`src/rtl/fetch_seq_if.sv`:
```
// Instruction-memory request/response bus between the fetch sequencer and memory.
interface fetch_seq_if;
    logic        imem_req;
    logic [31:0] imem_addr;
    logic        imem_ack;
    logic [31:0] imem_rdata;

    modport master (output imem_req, output imem_addr, input imem_ack, input imem_rdata);
    modport slave  (input imem_req, input imem_addr, output imem_ack, output imem_rdata);
endinterface

```
`src/rtl/fetch_seq.sv`:
```
// Instruction fetch sequencer: single outstanding fetch, redirect with drain of an
// in-flight request, misaligned-target trap to TRAP_VEC.
module fetch_seq #(
    parameter logic [31:0] RESET_PC = 32'h0000_0000,
    parameter logic [31:0] TRAP_VEC = 32'h0000_0100
) (
    input  logic        clk,
    input  logic        rst,
    fetch_seq_if.master imem,
    output logic        instr_valid,
    output logic [31:0] instr,
    output logic [31:0] instr_pc,
    input  logic        core_ready,
    input  logic        redirect_valid,
    input  logic [31:0] redirect_pc,
    output logic        trap,
    output logic [31:0] trap_addr
);

    typedef enum logic [1:0] {IDLE, FETCH, VALID, DRAIN} state_t;

    state_t      state, state_d;
    logic [31:0] pc, pc_d;
    logic [31:0] addr_q, addr_d;
    logic        req_q, req_d;
    logic        valid_d;
    logic [31:0] instr_d, ipc_d;
    logic        trap_d;
    logic [31:0] taddr_d;
    logic        acked;
    logic        misaligned;
    logic [31:0] target;

    assign imem.imem_req  = req_q;
    assign imem.imem_addr = addr_q;
    assign acked          = req_q & imem.imem_ack;
    assign misaligned     = (redirect_pc[1:0] != 2'b00);
    assign target         = misaligned ? TRAP_VEC : redirect_pc;

    always_comb begin
        state_d = state;
        pc_d    = pc;
        req_d   = req_q;
        addr_d  = addr_q;
        valid_d = instr_valid;
        instr_d = instr;
        ipc_d   = instr_pc;
        trap_d  = 1'b0;
        taddr_d = trap_addr;

        if (redirect_valid && misaligned) begin
            trap_d  = 1'b1;
            taddr_d = redirect_pc;
        end

        unique case (state)
            IDLE: begin
                req_d   = 1'b0;
                valid_d = 1'b0;
                state_d = FETCH;
                if (redirect_valid) pc_d = target;
            end
            FETCH: begin
                if (!req_q) begin
                    // No request in flight yet, so a redirect simply retargets the one about to issue.
                    req_d  = 1'b1;
                    addr_d = redirect_valid ? target : pc;
                    if (redirect_valid) pc_d = target;
                end else if (redirect_valid) begin
                    pc_d = target;
                    if (acked) req_d = 1'b0;
                    else       state_d = DRAIN;
                end else if (acked) begin
                    req_d   = 1'b0;
                    instr_d = imem.imem_rdata;
                    ipc_d   = pc;
                    pc_d    = pc + 32'd4;
                    valid_d = 1'b1;
                    state_d = VALID;
                end
            end
            VALID: begin
                if (redirect_valid) begin
                    pc_d    = target;
                    valid_d = 1'b0;
                    state_d = FETCH;
                end else if (core_ready) begin
                    valid_d = 1'b0;
                    state_d = FETCH;
                end
            end
            DRAIN: begin
                if (redirect_valid) pc_d = target;
                if (acked) begin
                    req_d   = 1'b0;
                    state_d = FETCH;
                end
            end
        endcase
    end

    always_ff @(posedge clk) begin
        if (!rst) begin
            state       <= IDLE;
            pc          <= RESET_PC;
            req_q       <= 1'b0;
            addr_q      <= RESET_PC;
            instr_valid <= 1'b0;
            instr       <= '0;
            instr_pc    <= '0;
            trap        <= 1'b0;
            trap_addr   <= '0;
        end else begin
            state       <= state_d;
            pc          <= pc_d;
            req_q       <= req_d;
            addr_q      <= addr_d;
            instr_valid <= valid_d;
            instr       <= instr_d;
            instr_pc    <= ipc_d;
            trap        <= trap_d;
            trap_addr   <= taddr_d;
        end
    end

endmodule

```
`src/flat_wrapper.sv`:
```
// flat-port wrapper written by rule: the top's interface ports become plain ports
module fetch_seq_flat 
#(
    parameter logic [31:0] RESET_PC = 32'h0000_0000,
    parameter logic [31:0] TRAP_VEC = 32'h0000_0100
)
  (clk, rst, instr_valid, instr, instr_pc, core_ready, redirect_valid, redirect_pc, trap, trap_addr, imem_imem_req, imem_imem_addr, imem_imem_ack, imem_imem_rdata);
  fetch_seq_if imem_i ();
  input  logic clk;
  input  logic rst;
  output logic instr_valid;
  output logic [31:0] instr;
  output logic [31:0] instr_pc;
  input  logic core_ready;
  input  logic redirect_valid;
  input  logic [31:0] redirect_pc;
  output logic trap;
  output logic [31:0] trap_addr;
  output wire logic [$bits(imem_i.imem_req)-1:0] imem_imem_req;
  output wire logic [$bits(imem_i.imem_addr)-1:0] imem_imem_addr;
  input wire logic [$bits(imem_i.imem_ack)-1:0] imem_imem_ack;
  input wire logic [$bits(imem_i.imem_rdata)-1:0] imem_imem_rdata;
  assign imem_imem_req = imem_i.imem_req;
  assign imem_imem_addr = imem_i.imem_addr;
  assign imem_i.imem_ack = imem_imem_ack;
  assign imem_i.imem_rdata = imem_imem_rdata;
  fetch_seq #(.RESET_PC(RESET_PC), .TRAP_VEC(TRAP_VEC)) u_core (.clk(clk), .rst(rst), .imem(imem_i), .instr_valid(instr_valid), .instr(instr), .instr_pc(instr_pc), .core_ready(core_ready), .redirect_valid(redirect_valid), .redirect_pc(redirect_pc), .trap(trap), .trap_addr(trap_addr));
endmodule
```
`config.mk`:
```
export PLATFORM = sky130hd
export DESIGN_NAME = fetch_seq_flat
export DESIGN_NICKNAME = d
export VERILOG_FILES = /design/src/rtl/fetch_seq_if.sv /design/src/rtl/fetch_seq.sv /design/src/flat_wrapper.sv
export SDC_FILE = /design/constraint.sdc
export NUM_CORES = 1
export LEC_CHECK = 0
export CAP_MARGIN = 20
export CORE_MARGIN = 2
export CORE_UTILIZATION = 45
export DETAILED_ROUTE_END_ITERATION = 6
export GPL_TIMING_DRIVEN = 0
export PLACE_DENSITY = 0.86
export SYNTH_ARGS = -nofsm -noshare
export SYNTH_HDL_FRONTEND = slang
export SYNTH_SLANG_ARGS = --single-unit
```
`constraint.sdc`:
```
create_clock -name clk -period 3.72 [get_ports clk]
set_input_delay 0.558 -clock clk [delete_from_list [all_inputs] [get_ports clk]]
set_output_delay 0.558 -clock clk [all_outputs]
set_load 0.1 [all_outputs]
```
==> run summary <==
most common cell in the synthesized netlist -> nand2_1
post-CTS setup buffer count -> 0
global-route wire length before repair -> 36.4 mm
xor/xnor share of the synthesized area -> 1.30%
area grow syn2layout -> 41.5%
Worst Hold Class -> flip-flop to flip-flop
Synth cell types -> 57
Logic pwr share -> 18.1%
crit path max fanout -> 10
Die X -> 127 µm
critical path class -> primary input to flip-flop
Resized Gates After CTS -> 0
area leader, netlist -> dfxtp_1
Post-layout nets -> 1,142
CTS tree -> yes
die area -> 16,000 µm²
maxcap violations -> 0
Pint -> 3.10 mW
mapped cell area -> 6760 µm²
PortBufs -> 198
Max Root-Sink Buffers -> 2
ys async rst share -> 0%
Util after Layout -> 65.5%
final setup fails -> 0
routed len/inst -> 18.7 µm
DR vias/cell -> 5.79
Cells after Synth -> 855
commonest cells in the netlist -> 239 x nand2_1, 165 x dfxtp_1, 140 x a21oi_1, 51 x clkbuf_1, 34 x nor2_1
overall global routing resource usage -> 28.7%
number of inserted diodes -> 0
final hold violations -> 0
core box area -> 14,600 µm²
complex-gate fraction of the synthesized area -> 21.2%
clock power share -> 39.9%
Simple-Gate Fraction of Synth Area -> 23.8%
top cells by area, synth -> dfxtp_1 49%, nand2_1 13%, a21oi_1 10%
Worst Path Required -> 4040 ps
Seq/Total Area, Yosys -> 48.9%
outcome -> finished with violations
Sw Ratio -> 30.4%
routed wire length -> 23.8 mm
Syn Area/Cell -> 7.90 µm²
top_reg_cell synth -> dfxtp_1
total congestion overflow -> 0
failing checks -> DRC
PD cells -> 466 nW/µm²
Slew @ Worst Pin -> 1070 ps
I/O pins -> 200
CTS Sinks -> 165
Detail Route Antenna Nets -> 0
Worst Setup End Kind -> flip-flop
Via Count -> 7,342
Adder-Cell Fraction of Synth Area -> 0.185%
DP HPWL -> 17.1 mm
Starting Density -> 46.3%
syn nets -> 925
peak supply drop -> 0.000307 V
share of layout cells above drive strength 1 -> 4.61%
Root Driver -> clkbuf_16
Post-synth EDFFs -> 0
Max Slew Vio Count -> 0
Setup TNS Final -> 0 ps
DIE HEIGHT -> 127 µm
Lkg Pwr -> 3.27 nW
Placer Congestion -> 0.974
mux contribution to synthesized area -> 0.296%
Synth top area share -> 48.9%
largest family of logic cells by synthesized area -> simple AND/OR/NAND/NOR gates
arrival time worst endpoint -> 2920 ps
P_sw -> 1.35 mW
clk slew on worst S/H paths -> 60 ps
fin crit share -> 69.7%
initial antenna violation count -> 0
H-tree depth -> 4
pin count of the biggest net entering global routing -> 17
min Tclk post-route -> 2590 ps
RSZ-0062 raised after global routing -> no
worst skew pair latency -> 440 ps
Fmax -> 385 MHz
cts hold-fix bufs -> 0
number of synthesized register bits -> 165
Post-route DRC -> 5
Clock Skew -> 8.60 ps
vias in the first global route -> 6,906
total number of yosys warnings -> 0
drt first-iter violations -> 701
relative max-transition margin -> 27.7%
CP Launch Type -> primary input
num rows -> 44
Sequential Power Share -> 42.0%
first drt pass iteration count -> 7
CTS Buf Count -> 17
-- sequential cells by signal, summed over array words and instances, names as in the netlist --
name                   cells
u_core.instr              32
u_core.instr_pc           32
u_core.trap_addr          32
u_core.trap                1
u_core.imem.imem_req       1
u_core.state               2
u_core.instr_valid         1
u_core.pc                 32
u_core.imem.imem_addr     32
-- power groups by stage --
| stage | combinational, mW | sequential, mW | clock (mW) |
|---|---|---|---|
| after floorplan | 0.176 | 2.26 | 0 |
| after detailed placement | 0.796 | 1.91 | 0 |
| final | 0.807 | 1.87 | 1.77 |
| after global routing | 0.835 | 1.88 | 1.84 |
| after global placement | 0.791 | 1.91 | 0 |
| after CTS | 0.800 | 1.87 | 1.77 |
-- stage by stage --
stage | total power, mW | cells | hold WS [ps] | setup WS (ps) | area (µm²)
final | 4.45 | 1269 | 452 | 1130 | 9560
after global routing | 4.55 | 1269 | 466 | 1120 | 9560
after CTS | 4.44 | 1269 | 454 | 1200 | 9560
after detailed placement | 2.70 | 1237 | 446 | 910 | 8970
after global placement | 2.70 | 1237 | 438 | 935 | 8970
after floorplan | 2.44 | 855 | 441 | 1340 | 6760
-- kinds of logic (layout without fill, tap and decap cells) --
group,after synthesis,count (layout)
AOI/OAI and AO/OA,241,241
and+or+nand+nor,362,362
buffers and inverters,74,304
adders and majority gates,1,1
xor gates and xnor gates,10,10
DFF,165,165
muxes,2,2
-- cell type report --
type	instances	area, µm²
repair buffers	198	1980
fillers	1219	5030
flip-flops and latches	165	3300
well taps	184	230
inverters	6	22.5
multi-input cells	616	3160
clock inverters	8	97.6
clock buffers	24	492
plain buffers	68	272
-- worst max-delay path, cell delays in order --
cell	delay (ps)
clkbuf_1	500
nor3b_2	830
clkbuf_1	540
a22oi_1	180
o221ai_1	300
-- layout by cell type (no fill, tap or decap), types with 4 or more instances in the layout --
| cell | count |
|---|---|
| clkdlybuf4s50_1 | 198 |
| o21ai_0 | 33 |
| a21oi_1 | 140 |
| a22o_1 | 9 |
| nand3_1 | 16 |
| nor4_1 | 4 |
| clkbuf_16 | 17 |
| a211oi_1 | 7 |
| nor2_1 | 34 |
| nand2_1 | 239 |
| nand2b_1 | 4 |
| and3_1 | 9 |
| a31oi_1 | 5 |
| xnor2_1 | 7 |
| inv_1 | 6 |
| nand4_1 | 13 |
| dfxtp_1 | 165 |
| nor3_1 | 20 |
| a31o_2 | 4 |
| buf_2 | 4 |
| buf_1 | 9 |
| clkbuf_1 | 54 |
| a221oi_1 | 14 |
| clkbuf_8 | 4 |
-- final timing paths --
check	slack [ps]	to	startpoint	depth (start not counted)
worst min register to register	450	u_core.trap_addr[22]$_SDFFE_PN0P_	u_core.trap_addr[22]$_SDFFE_PN0P_	2
worst max-delay path	1130	u_core.pc[9]$_SDFFE_PN0P_	redirect_valid	5
worst min-delay path	450	u_core.trap_addr[22]$_SDFFE_PN0P_	u_core.trap_addr[22]$_SDFFE_PN0P_	2
worst max register to register	1290	u_core.pc[9]$_SDFFE_PN0P_	u_core.state[0]$_SDFFE_PN0P_	5
-- per-layer routing --
layer / wire, µm / track usage (%) / vias to the layer above
met2: 10800 / 44.7 / 437
li1: - / - / 3421
met3: 2370 / 7.55 / 94
met4: 1070 / 14.2 / 0
met1: 9540 / 36.8 / 3390
met5: 0 / 0 / -
(Power assumes the default switching activity.)
